==> src/rtl/shift_delay_pkg.sv <==
// shift_delay_pkg: default geometry and derived-width helpers for shift_delay_line.
`default_nettype none

package shift_delay_pkg;

  localparam int DEFAULT_WIDTH = 16;
  localparam int DEFAULT_DEPTH = 8;

  function automatic int cnt_width(input int depth);
    return $clog2(depth + 1);
  endfunction

  // A 2-stage line still needs a 1-bit select, so clamp at 1.
  function automatic int sel_width(input int depth);
    return ($clog2(depth) > 1) ? $clog2(depth) : 1;
  endfunction

endpackage

`default_nettype wire

==> src/rtl/shift_stage.sv <==
// shift_stage: one data register plus valid bit; clear wins over load.
`default_nettype none

module shift_stage #(
  parameter int WIDTH = 16
) (
  input  logic             clk,
  input  logic             reset,
  input  logic             clear,
  input  logic             load,
  input  logic [WIDTH-1:0] d,
  input  logic             d_valid,
  output logic [WIDTH-1:0] q,
  output logic             q_valid
);

  always_ff @(posedge clk) begin
    if (reset || clear) begin
      q       <= '0;
      q_valid <= 1'b0;
    end else if (load) begin
      q       <= d;
      q_valid <= d_valid;
    end
  end

endmodule

`default_nettype wire

==> src/rtl/shift_delay_line.sv <==
// shift_delay_line: parametrised delay line with per-stage valid, flush, tap readout and occupancy.
// Optional reverse shifting (dir port) is built when SHIFT_DELAY_LINE_DIR_EN is defined.
`default_nettype none

module shift_delay_line
  import shift_delay_pkg::*;
#(
  parameter int WIDTH = DEFAULT_WIDTH,
  parameter int DEPTH = DEFAULT_DEPTH,
  parameter int CNT_W = cnt_width(DEPTH),
  parameter int SEL_W = sel_width(DEPTH)
) (
  input  logic             clk,
  input  logic             reset,
  input  logic             shift_en,
  input  logic             flush,
  input  logic             in_valid,
  input  logic [WIDTH-1:0] in_data,
`ifdef SHIFT_DELAY_LINE_DIR_EN
  input  logic             dir,
`endif
  input  logic [SEL_W-1:0] tap_sel,
  output logic [WIDTH-1:0] tap_data,
  output logic             tap_valid,
  output logic             tap_err,
  output logic [WIDTH-1:0] out_data,
  output logic             out_valid,
  output logic [CNT_W-1:0] count,
  output logic             full,
  output logic             empty
);

  logic [WIDTH-1:0] s [DEPTH];
  logic [DEPTH-1:0] v;
  logic             drop_valid;

  for (genvar i = 0; i < DEPTH; i++) begin : g_stage
    logic [WIDTH-1:0] fwd_d;
    logic             fwd_v;
    logic [WIDTH-1:0] stage_d;
    logic             stage_v;

    if (i == 0) begin : g_head
      assign fwd_d = in_data;
      assign fwd_v = in_valid;
    end else begin : g_body
      assign fwd_d = s[i-1];
      assign fwd_v = v[i-1];
    end

`ifdef SHIFT_DELAY_LINE_DIR_EN
    logic [WIDTH-1:0] rev_d;
    logic             rev_v;

    if (i == DEPTH - 1) begin : g_rhead
      assign rev_d = in_data;
      assign rev_v = in_valid;
    end else begin : g_rbody
      assign rev_d = s[i+1];
      assign rev_v = v[i+1];
    end

    assign stage_d = dir ? rev_d : fwd_d;
    assign stage_v = dir ? rev_v : fwd_v;
`else
    assign stage_d = fwd_d;
    assign stage_v = fwd_v;
`endif

    shift_stage #(.WIDTH(WIDTH)) u_stage (
      .clk     (clk),
      .reset   (reset),
      .clear   (flush),
      .load    (shift_en),
      .d       (stage_d),
      .d_valid (stage_v),
      .q       (s[i]),
      .q_valid (v[i])
    );
  end

  // The stage falling off the far end decides whether occupancy drops.
`ifdef SHIFT_DELAY_LINE_DIR_EN
  assign drop_valid = dir ? v[0] : v[DEPTH-1];
`else
  assign drop_valid = v[DEPTH-1];
`endif

  always_ff @(posedge clk) begin
    if (reset || flush) begin
      count <= '0;
    end else if (shift_en) begin
      count <= count + CNT_W'(in_valid) - CNT_W'(drop_valid);
    end
  end

  assign full      = (count == CNT_W'(DEPTH));
  assign empty     = (count == '0);
  assign out_data  = s[DEPTH-1];
  assign out_valid = v[DEPTH-1];

  always_comb begin
    tap_data  = '0;
    tap_valid = 1'b0;
    for (int i = 0; i < DEPTH; i++) begin
      if (tap_sel == SEL_W'(i)) begin
        tap_data  = s[i];
        tap_valid = v[i];
      end
    end
  end

  if ((1 << SEL_W) > DEPTH) begin : g_err_chk
    assign tap_err = (tap_sel >= SEL_W'(DEPTH));
  end else begin : g_no_err
    assign tap_err = 1'b0;
  end

endmodule

`default_nettype wire

==> config.mk <==
export PLATFORM = sky130hd
export DESIGN_NAME = shift_delay_line
export DESIGN_NICKNAME = d
export VERILOG_FILES = /design/src/rtl/shift_delay_pkg.sv /design/src/rtl/shift_stage.sv /design/src/rtl/shift_delay_line.sv
export SDC_FILE = /design/constraint.sdc
export NUM_CORES = 1
export LEC_CHECK = 0
export CAP_MARGIN = 15
export CORE_MARGIN = 10
export CORE_UTILIZATION = 45
export DETAILED_ROUTE_END_ITERATION = 8
export PLACE_DENSITY = 0.68
export RECOVER_POWER = 100
export SYNTH_ARGS = -nofsm -noshare
export SYNTH_HDL_FRONTEND = slang
export SYNTH_SLANG_ARGS = --single-unit
==> constraint.sdc <==
create_clock -name clk -period 1.8 [get_ports clk]
set_clock_uncertainty 0.15 [all_clocks]
set_input_delay 0.18 -clock clk [delete_from_list [all_inputs] [get_ports clk]]
set_output_delay 0.18 -clock clk [all_outputs]
set_load 0.02 [all_outputs]
==> qor.yml, run 1 <==
clock_network:
  numCtsBuffers: 17
  cts-root-buf: "clkbuf_16"
  cts_max_path_buffers: 2
  cts_tree: "done"
  cts_max_level: 4
  cts.sinks: 140
  ctsHoldBuffers: 0
  clkSlewWorstSetupHoldPaths_ns: 0.06
  clk_latency_ns: 0.43
critical_path:
  rr_worst_depth: 9
  timing.rr.start: "count[0]$_SDFFE_PP0P_"
  timing.rr.end: "count[2]$_SDFFE_PP0P_"
  crit_path_max_fanout: 2
  arrival_ns: 1.77
  rrSetupSlack_ns: 0.05
  required_ns: 1.47
  worst_setup_path_start_kind: "register"
  crit_type: "register to primary output"
  endpoint_kind: "primary output"
logic_synthesis:
  ys.flop_type: "dfxtp_1"
  synth.avg_cell_area_sq_um: 9.670
  yosys_warnings: 0
  synthDominantCellAreaShare: 0.4425
  synth.largest_area_cell: "dfxtp_1"
  yosys-top-cells-area: "dfxtp_1 44%, mux2i_1 27%, nor2_1 9.5%"
  yosysUniqueCellTypes: 30
  ys_seq_area_frac: 0.4425
  synthCells: 655
  async_reset_ff_frac: 0
  netlist_area_sq_um: 6334
  synth_fp_nets: 686
  synth_seq_cells: 140
  synth_edf_count: 0
finish:
  nets: 810
  final_area_sq_um: 8597
  mostFrequentLayoutCells: "168 x mux2i_1, 161 x nor2_1, 97 x dfxtp_1"
  final_cells: 972
  final_core_util: 0.6218
  layout_commonest_cell: "mux2i_1"
  area_delta_synth_final_pct: 35.74
  drive_gt1_frac: 0.3081
  fillers: 1116
  antenna_cells: 0
global_route:
  grt_max_degree: 42
  grt_usage: 0.1639
  grt_pass1_vias: 5312
  grt_pass1_wl_um: 26440
  grt_overflow: 0
  antenna_found_initial: 0
sta:
  finalCritPeriodShare: 1.164
  finalSetupViolCount: 7
  slew_violations: 0
  period_minus_slack_ns: 2.095
  final.setup.worst_slack_ns: -0.2953
  rsz0062_at_grt: "yes"
  relSlewSlack: 0.4323
  finalHoldViolCount: 0
  setup_tns_ns: -1.001
  max_freq_mhz: 477.3
  max_slew.worst_pin.slew_ns: 0.8516
min_path:
  min_to: "count[3]$_SDFFE_PP0P_"
  hold_start: "shift_en"
  min_path_cells: 3
  hp-class: "input pin to register"
outcome:
  status: "finished with violations"
  failed_checks: "setup timing"
routing:
  drtAntennaViolNets: 0
  drt_iter0_drc: 285
  via_per_inst: 5.272
  vias: 5124
  avgRoutedWirePerCell_um: 16.58
  drc: 0
  wirelength_um: 16120
  dr.pass1.iters: 4
floorplanning:
  die_x_um: 138.6
  initial_core_util: 0.4581
  die_h_um: 138.6
  rows: 43
  coreArea_sq_um: 13830
  io_pins: 65
  die-area_sq_um: 19220
pwr:
  total_power_mw: 7.664
  vdd_drop_max_mv: 0.5739
  leakagePower_nw: 3.696
  p_per_area_nw_per_um2: 891.5
place:
  gp_congestion: 0.8164
  dp_hpwl_um: 10830
  dpl_cell_area_sq_um: 7680
  dp_cells: 927
  numPortBuffers: 63
run:
  drv_cap: 0
[what timing repair did]
action	4_1_cts	5_1_grt
resized for setup	154	70
gates cloned	1	0
endpoints found under the setup margin	28	28
setup buffers	9	3
pin swaps	21	23
[stage by stage]
stage	hold slack [ns]	setup slack, ns
2_1_floorplan	0.1772	0.01499
3_3_place_gp	0.3448	-0.8307
3_5_place_dp	0.3607	-0.8683
4_1_cts	0.01064	-0.3071
5_1_grt	0.03126	-0.4032
6_report	0.01919	-0.2953
[synthesized netlist by cell type (3+ instances only)]
cell,n
o221ai_1,14
o2bb2ai_1,10
or4b_1,3
dfxtp_1,140
nor2_1,161
mux2i_1,172
clkbuf_1,26
buf_2,20
nand2_1,26
a221oi_1,4
o211ai_1,3
inv_1,8
a21oi_1,29
mux4_2,6
mux2_2,4
buf_4,4
ha_1,6
[worst max-delay path by stage]
stage,from,end,depth (start not counted)
floorplan,g_stage[7].u_stage.q_valid$_SDFFE_PP0P_,count[2]$_SDFFE_PP0P_,8
global route,g_stage[0].u_stage.q[5]$_SDFFE_PP0P_,tap_data[5],5
global placement,tap_sel[2],tap_data[15],7
CTS,g_stage[0].u_stage.q[5]$_SDFFE_PP0P_,tap_data[5],5
finish,g_stage[0].u_stage.q[5]$_SDFFE_PP0P_,tap_data[5],5
detailed placement,tap_sel[2],tap_data[5],7
[layout make-up]
type                            instances  area [sq um]  area share
Multi-Input combinational cell        454          3432      0.3992
Sequential cell                       140          2859      0.3326
Timing Repair Buffer                  158          1380      0.1605
Clock buffer                           18         450.4     0.05239
Tap cell                              180         225.2     0.02620
Clock inverter                         14         215.2     0.02503
Inverter                                8         35.03    0.004075
[critical path, stage by stage, from the launching register on]
cell	delay (ns)
dfxtp_2	0.36
or4b_1	0.46
o221ai_2	0.09
o211ai_1	0.11
a21oi_1	0.16
buf_4	0.17
[flip-flops by register name, summed over array words and instances, names as in the netlist]
name,cells
g_stage.u_stage.q_valid,8
g_stage.u_stage.q,128
count,4
[per-layer routing]
metal | vias to the layer above | share of wire | track usage
met5 | - | 0 | 0
met4 | 0 | 0.020 | 0.06480
li1 | 2511 | - | -
met2 | 106 | 0.51 | 0.2831
met1 | 2482 | 0.42 | 0.1825
met3 | 25 | 0.048 | 0.05342
[logic make-up (layout without fill, tap and decap cells)]
logic type | after synthesis | in the layout | synth area share
AO/OA/AOI/OAI | 63 | 63 | 0.06875
XOR/XNOR | 2 | 2 | 0.002766
adder cells (fa/ha/maj) | 7 | 7 | 0.01501
buffers and inverters | 61 | 198 | 0.04484
flip-flops | 140 | 140 | 0.4425
multiplexers | 182 | 182 | 0.3003
other | 1 | 1 | 0.0005921
AND/OR/NAND/NOR | 199 | 199 | 0.1252
[power breakdown]
| group | leakage [nW] | internal (mW) | switching, mW |
|---|---|---|---|
| registers | 1.15 | 3.12 | 0.0152 |
| clock network | 0.310 | 2.54 | 1.36 |
| logic | 2.24 | 0.294 | 0.338 |
Note: power is estimated with default switching activity, not from simulation.
==> inputs of run 2 (changes only) <==
Settings changed: CORE_MARGIN 10 to unset.
==> run 2 against run 1 <==
The flow still finishes with violations (setup timing). Total power is 4.3% lower. Critical path depth stayed put. Cell count decreased by 0.82%. Via count fell by 0.66%. Utilization increased by 0.26 points. Fmax decreased by 0.54%. Clock-buffer cell count increased by 3. Design area is 1.9% lower. Global-route usage increased by 5.5 points. Sequential power about the same. Critical endpoint unchanged.
==> qor.yml, run 2 (synthesis gave the netlist of run 1 again) <==
outcome:
  status: "finished with violations"
  failed_checks: "setup timing"
global_route:
  grt_pass1_vias: 5254
  antenna_found_initial: 0
  grt_overflow: 0
  grt_usage: 0.2190
  grt_max_degree: 67
  grt_pass1_wl_um: 24980
clock_network:
  clk_latency_ns: 0.42
  numCtsBuffers: 17
  cts_max_level: 4
  clkSlewWorstSetupHoldPaths_ns: 0.06
  ctsHoldBuffers: 0
  cts.sinks: 140
  cts_tree: "done"
  cts_max_path_buffers: 2
  cts-root-buf: "clkbuf_16"
pwr:
  total_power_mw: 7.333
  vdd_drop_max_mv: 0.7715
  leakagePower_nw: 3.628
  p_per_area_nw_per_um2: 869.7
critical_path:
  cpPeakStageDelay_ns: 0.45
  worst_setup_path_start_kind: "register"
  crit_slowest_cell: "or4b_4"
  crit_family: "simple AND/OR/NAND/NOR gates"
  required_ns: 1.47
  endpoint_kind: "primary output"
  crit_buf_inv: 1
  crit_type: "register to primary output"
  arrival_ns: 1.78
  crit_path_cell_trace: "or4b_4 -> o221ai_2 -> o211ai_1 -> a21oi_1 -> buf_4"
  crit_path_max_fanout: 2
finish:
  reg.largest.list: "g_stage.u_stage.q: 128 flops, g_stage.u_stage.q_valid: 8 flops, count: 4 flops"
  mostFrequentLayoutCells: "170 x mux2i_1, 159 x nor2_1, 104 x dfxtp_1"
  final_area_sq_um: 8432
  nets: 806
  antenna_cells: 0
  layout_commonest_cell: "mux2i_1"
  drive_gt1_frac: 0.2817
  regMostFlops: "g_stage.u_stage.q"
  area_delta_synth_final_pct: 33.13
  largest_reg_flops: 128
  final_core_util: 0.6243
floorplanning:
  die-area_sq_um: 14550
  io_pins: 65
  die_x_um: 120.6
  initial_core_util: 0.4690
  rows: 42
  coreArea_sq_um: 13510
  die_h_um: 120.6
routing:
  wirelength_um: 15090
  vias: 5090
  via_per_inst: 5.280
  dr.pass1.iters: 4
  avgRoutedWirePerCell_um: 15.66
  drt_iter0_drc: 252
  drtAntennaViolNets: 0
  drc: 0
sta:
  rsz0062_at_grt: "yes"
  finalCritPeriodShare: 1.170
  relSlewSlack: 0.3962
  hold_ws_ns: 0.01578
  period_minus_slack_ns: 2.107
  max_slew.worst_pin.slew_ns: 0.9057
  max_freq_mhz: 474.7
  finalHoldViolCount: 0
  final.setup.worst_slack_ns: -0.3067
  slew_violations: 0
  finalSetupViolCount: 11
place:
  gp_congestion: 0.8121
  numPortBuffers: 63
  post-place-ws_ns: -0.9281
  dpl_cell_area_sq_um: 7675
  dp_hpwl_um: 9957
min_path:
  hp-class: "input pin to register"
run:
  drv_cap: 0
## run 2: cell count changes in the layout (fill, tap and decap cells not counted), sizes merged
cell,previous run,this run
buf,111,104
clkinv,3,5
dlygate4sd2,7,6
clkbuf,32,33
bufinv,5,3
clkdlybuf4s50,25,31
clkinvlp,5,3
inv,9,8
## run 2: power by group
part	internal (mW)	leakage [nW]	switching, mW	total [mW]
logic	0.273	2.19	0.325	0.598
clock network	2.28	0.295	1.32	3.60
registers	3.12	1.15	0.0138	3.13
total	5.67	3.63	1.66	7.33
## run 2: area by class of cell
class	instances	area, sq um
tap	176	220.2
fill	1104	5074
clock buffer	21	470.5
timing repair buffer	154	1323
clock inverter	11	141.4
sequential	140	2848
inverter	8	32.53
multi-input combinational	454	3397
## run 2: path summary, 6_finish.rpt
check | startpoint | to | slack (ns) | cells past startpoint
setup / recovery | g_stage[0].u_stage.q[5]$_SDFFE_PP0P_ | tap_data[5] | -0.31 | 5
setup reg to reg | count[0]$_SDFFE_PP0P_ | count[2]$_SDFFE_PP0P_ | 0.01 | 9
hold / removal | shift_en | count[1]$_SDFFE_PP0P_ | 0.02 | 2
hold reg to reg | g_stage[4].u_stage.q_valid$_SDFFE_PP0P_ | g_stage[4].u_stage.q_valid$_SDFFE_PP0P_ | 0.35 | 2
## run 2: repair_timing
action / 4_1_cts / 5_1_grt
pin swaps: 18 / 19
setup buffers: 5 / 4
cloned: 0 / 0
gates resized for setup: 142 / 50
hold endpoints to repair: 0 / 0
endpoints found under the setup margin: 27 / 22
## run 2: metrics by stage
stage	instances	setup TNS (ns)
final	964	-0.9837
after global routing	964	-8.969
after CTS	960	-1.046
after detailed placement	923	-13.39
after global placement	923	-12.92
after floorplan	655	0
## run 2: per-layer routing
metal / share of wire / global-route usage / wire [um] / vias up
met3: 0.038 / 0.05755 / 567 / 24
met1: 0.42 / 0.2438 / 6347 / 2468
met2: 0.52 / 0.3930 / 7912 / 98
met5: 0 / 0 / 0 / -
met4: 0.017 / 0.09105 / 264 / 0
li1: - / - / - / 2500
==> inputs of run 3 (changes only) <==
Settings changed: CORE_MARGIN set to 5.
==> run 3 against run 2 <==
The run still ends with setup timing left. Worst hold slack improved by 0.13 ns. First-iteration DRC count rose by 17%. Die area up 14%. Cell count is 0.73% lower. Combinational power rose by 1%. Critical endpoint is now tap_data[1]. Largest cell class unchanged.
==> qor.yml, run 3 (synthesis gave the netlist of run 1 again) <==
pwr:
  p_per_area_nw_per_um2: 816.2
  swShare: 0.2408
  internal_power_mw: 5.141
  p_clk_frac: 0.448
  p_comb_frac: 0.089
  leakagePower_nw: 3.543
  p_switching_mw: 1.631
  p_seq_frac: 0.463
  vdd_drop_max_mv: 0.8213
  total_power_mw: 6.772
sta:
  finalHoldViolCount: 0
  relSlewSlack: 0.6452
  period_minus_slack_ns: 2.095
  rsz0062_at_grt: "yes"
  max_slew.worst_pin.slew_ns: 0.5323
  finalSetupViolCount: 8
  setup_tns_ns: -0.9955
  finalCritPeriodShare: 1.164
  final.setup.worst_slack_ns: -0.2949
  max_freq_mhz: 477.3
  hold_ws_ns: 0.1466
  slew_violations: 0
place:
  numPortBuffers: 63
  gp_congestion: 0.8318
  dp_hpwl_um: 10080
critical_path:
  required_ns: 1.47
  worst_setup_path_start_kind: "register"
  endpoint_kind: "primary output"
  crit_path_max_fanout: 3
  crit_type: "register to primary output"
  rrSetupSlack_ns: -0.04
  timing.rr.end: "count[2]$_SDFFE_PP0P_"
  timing.rr.start: "count[0]$_SDFFE_PP0P_"
  rr_worst_depth: 9
  arrival_ns: 1.76
finish:
  final_core_util: 0.6000
  fillers: 1150
  nets: 796
  reg.largest.list: "g_stage.u_stage.q: 128 flops, g_stage.u_stage.q_valid: 8 flops, count: 4 flops"
  largest_reg_flops: 128
  register_area_sq_um: 2849
  mostFrequentLayoutCells: "169 x mux2i_1, 160 x nor2_1, 105 x dfxtp_1"
  area_delta_synth_final_pct: 31.00
  layout_commonest_cell: "mux2i_1"
  drive_gt1_frac: 0.2728
  multiInputGateArea_sq_um: 3405
  regMostFlops: "g_stage.u_stage.q"
  antenna_cells: 0
floorplanning:
  initial_core_util: 0.4581
  rows: 43
  die_h_um: 128.6
  die-area_sq_um: 16550
  die_x_um: 128.6
  io_pins: 65
  coreArea_sq_um: 13830
routing:
  via_per_inst: 5.232
  wirelength_um: 15130
  vias: 5007
  avgRoutedWirePerCell_um: 15.81
  drt_iter0_drc: 296
  drtAntennaViolNets: 0
  drc: 0
  dr.pass1.iters: 4
clock_network:
  cts_tree: "done"
  numCtsBuffers: 17
  cts_max_path_buffers: 2
  ctsHoldBuffers: 0
  clk_latency_ns: 0.42
  cts-root-buf: "clkbuf_16"
  cts.sinks: 140
  cts_max_level: 4
  clkSlewWorstSetupHoldPaths_ns: 0.06
run:
  drv_cap: 0
global_route:
  grt_overflow: 0
  grt_usage: 0.1865
  grt_pass1_wl_um: 24890
  antenna_found_initial: 0
  grt_pass1_vias: 5082
  grt_max_degree: 73
outcome:
  failed_checks: "setup timing"
  status: "finished with violations"
min_path:
  min_to: "count[1]$_SDFFE_PP0P_"
  hold_start: "shift_en"
  min_path_cells: 3
  hp-class: "input pin to register"
## run 3: cell types whose count changed in the layout (fill, tap and decap cells not counted), moves of 2 or more
| cell | before | now |
|---|---|---|
| clkinv_4 | 1 | 3 |
| clkbuf_1 | 6 | 9 |
| dfxtp_2 | 36 | 34 |
| bufinv_16 | 3 | 0 |
| clkbuf_8 | 3 | 0 |
| nand2_1 | 23 | 21 |
| clkbuf_4 | 4 | 2 |
| clkdlybuf4s50_1 | 31 | 27 |
| nand2_2 | 3 | 5 |
| buf_6 | 6 | 11 |
| buf_4 | 89 | 79 |
| clkbuf_2 | 3 | 1 |
## run 3: worst max-delay path by stage
stage                     slack (ns)                                    start               endpoint
final                          -0.29     g_stage[0].u_stage.q[1]$_SDFFE_PP0P_            tap_data[1]
after global routing           -0.40     g_stage[0].u_stage.q[1]$_SDFFE_PP0P_            tap_data[1]
after CTS                      -0.32     g_stage[0].u_stage.q[1]$_SDFFE_PP0P_            tap_data[1]
after detailed placement       -0.84                               tap_sel[2]            tap_data[5]
after global placement         -0.87                               tap_sel[2]            tap_data[0]
after floorplan                 0.01  g_stage[7].u_stage.q_valid$_SDFFE_PP0P_  count[2]$_SDFFE_PP0P_
## run 3: per-stage QoR
stage          area [sq um]  worst slack [ns]  std cells
2_1_floorplan          6356           0.01499        655
3_3_place_gp           7632           -0.8658        919
3_5_place_dp           7632           -0.8383        919
4_1_cts                8257           -0.3160        956
5_1_grt                8297           -0.3990        957
6_report               8297           -0.2949        957
## run 3: critical path: stages (launching register included)
cell and delay (ns):
dfxtp_4 0.36, or4b_4 0.46, o221ai_2 0.09, o211ai_1 0.12, a21oi_1 0.15, buf_4 0.16
## run 3: metal layers
metal	part of all wire	wire (um)	up-vias	GRT usage
li1	-	-	2487	-
met1	0.44	6586	2409	0.2183
met2	0.50	7613	86	0.3233
met3	0.038	581	25	0.05396
met4	0.023	352	0	0.07103
met5	0	0	-	0
## run 3: timing repair
item,in CTS,in global routing
setup endpoints to repair,27,27
pin swaps,18,11
resized for setup,150,48
buffers inserted,6,1
## run 3: power by group through the flow
stage	Clock, mW	Sequential [mW]	Combinational [mW]
after floorplan	0	3.20	0.363
after global placement	0	3.20	0.584
after detailed placement	0	3.20	0.591
after CTS	3.11	3.13	0.602
after global routing	3.26	3.14	0.643
final	3.03	3.13	0.604
## run 3: cell type report
cell class,instances,share of cell area
Tap cell,180,0.02715
Clock inverter,11,0.009199
Inverter,8,0.003921
Sequential cell,140,0.3434
Clock buffer,20,0.05263
Timing Repair Buffer,144,0.1534
Multi-Input combinational cell,454,0.4103
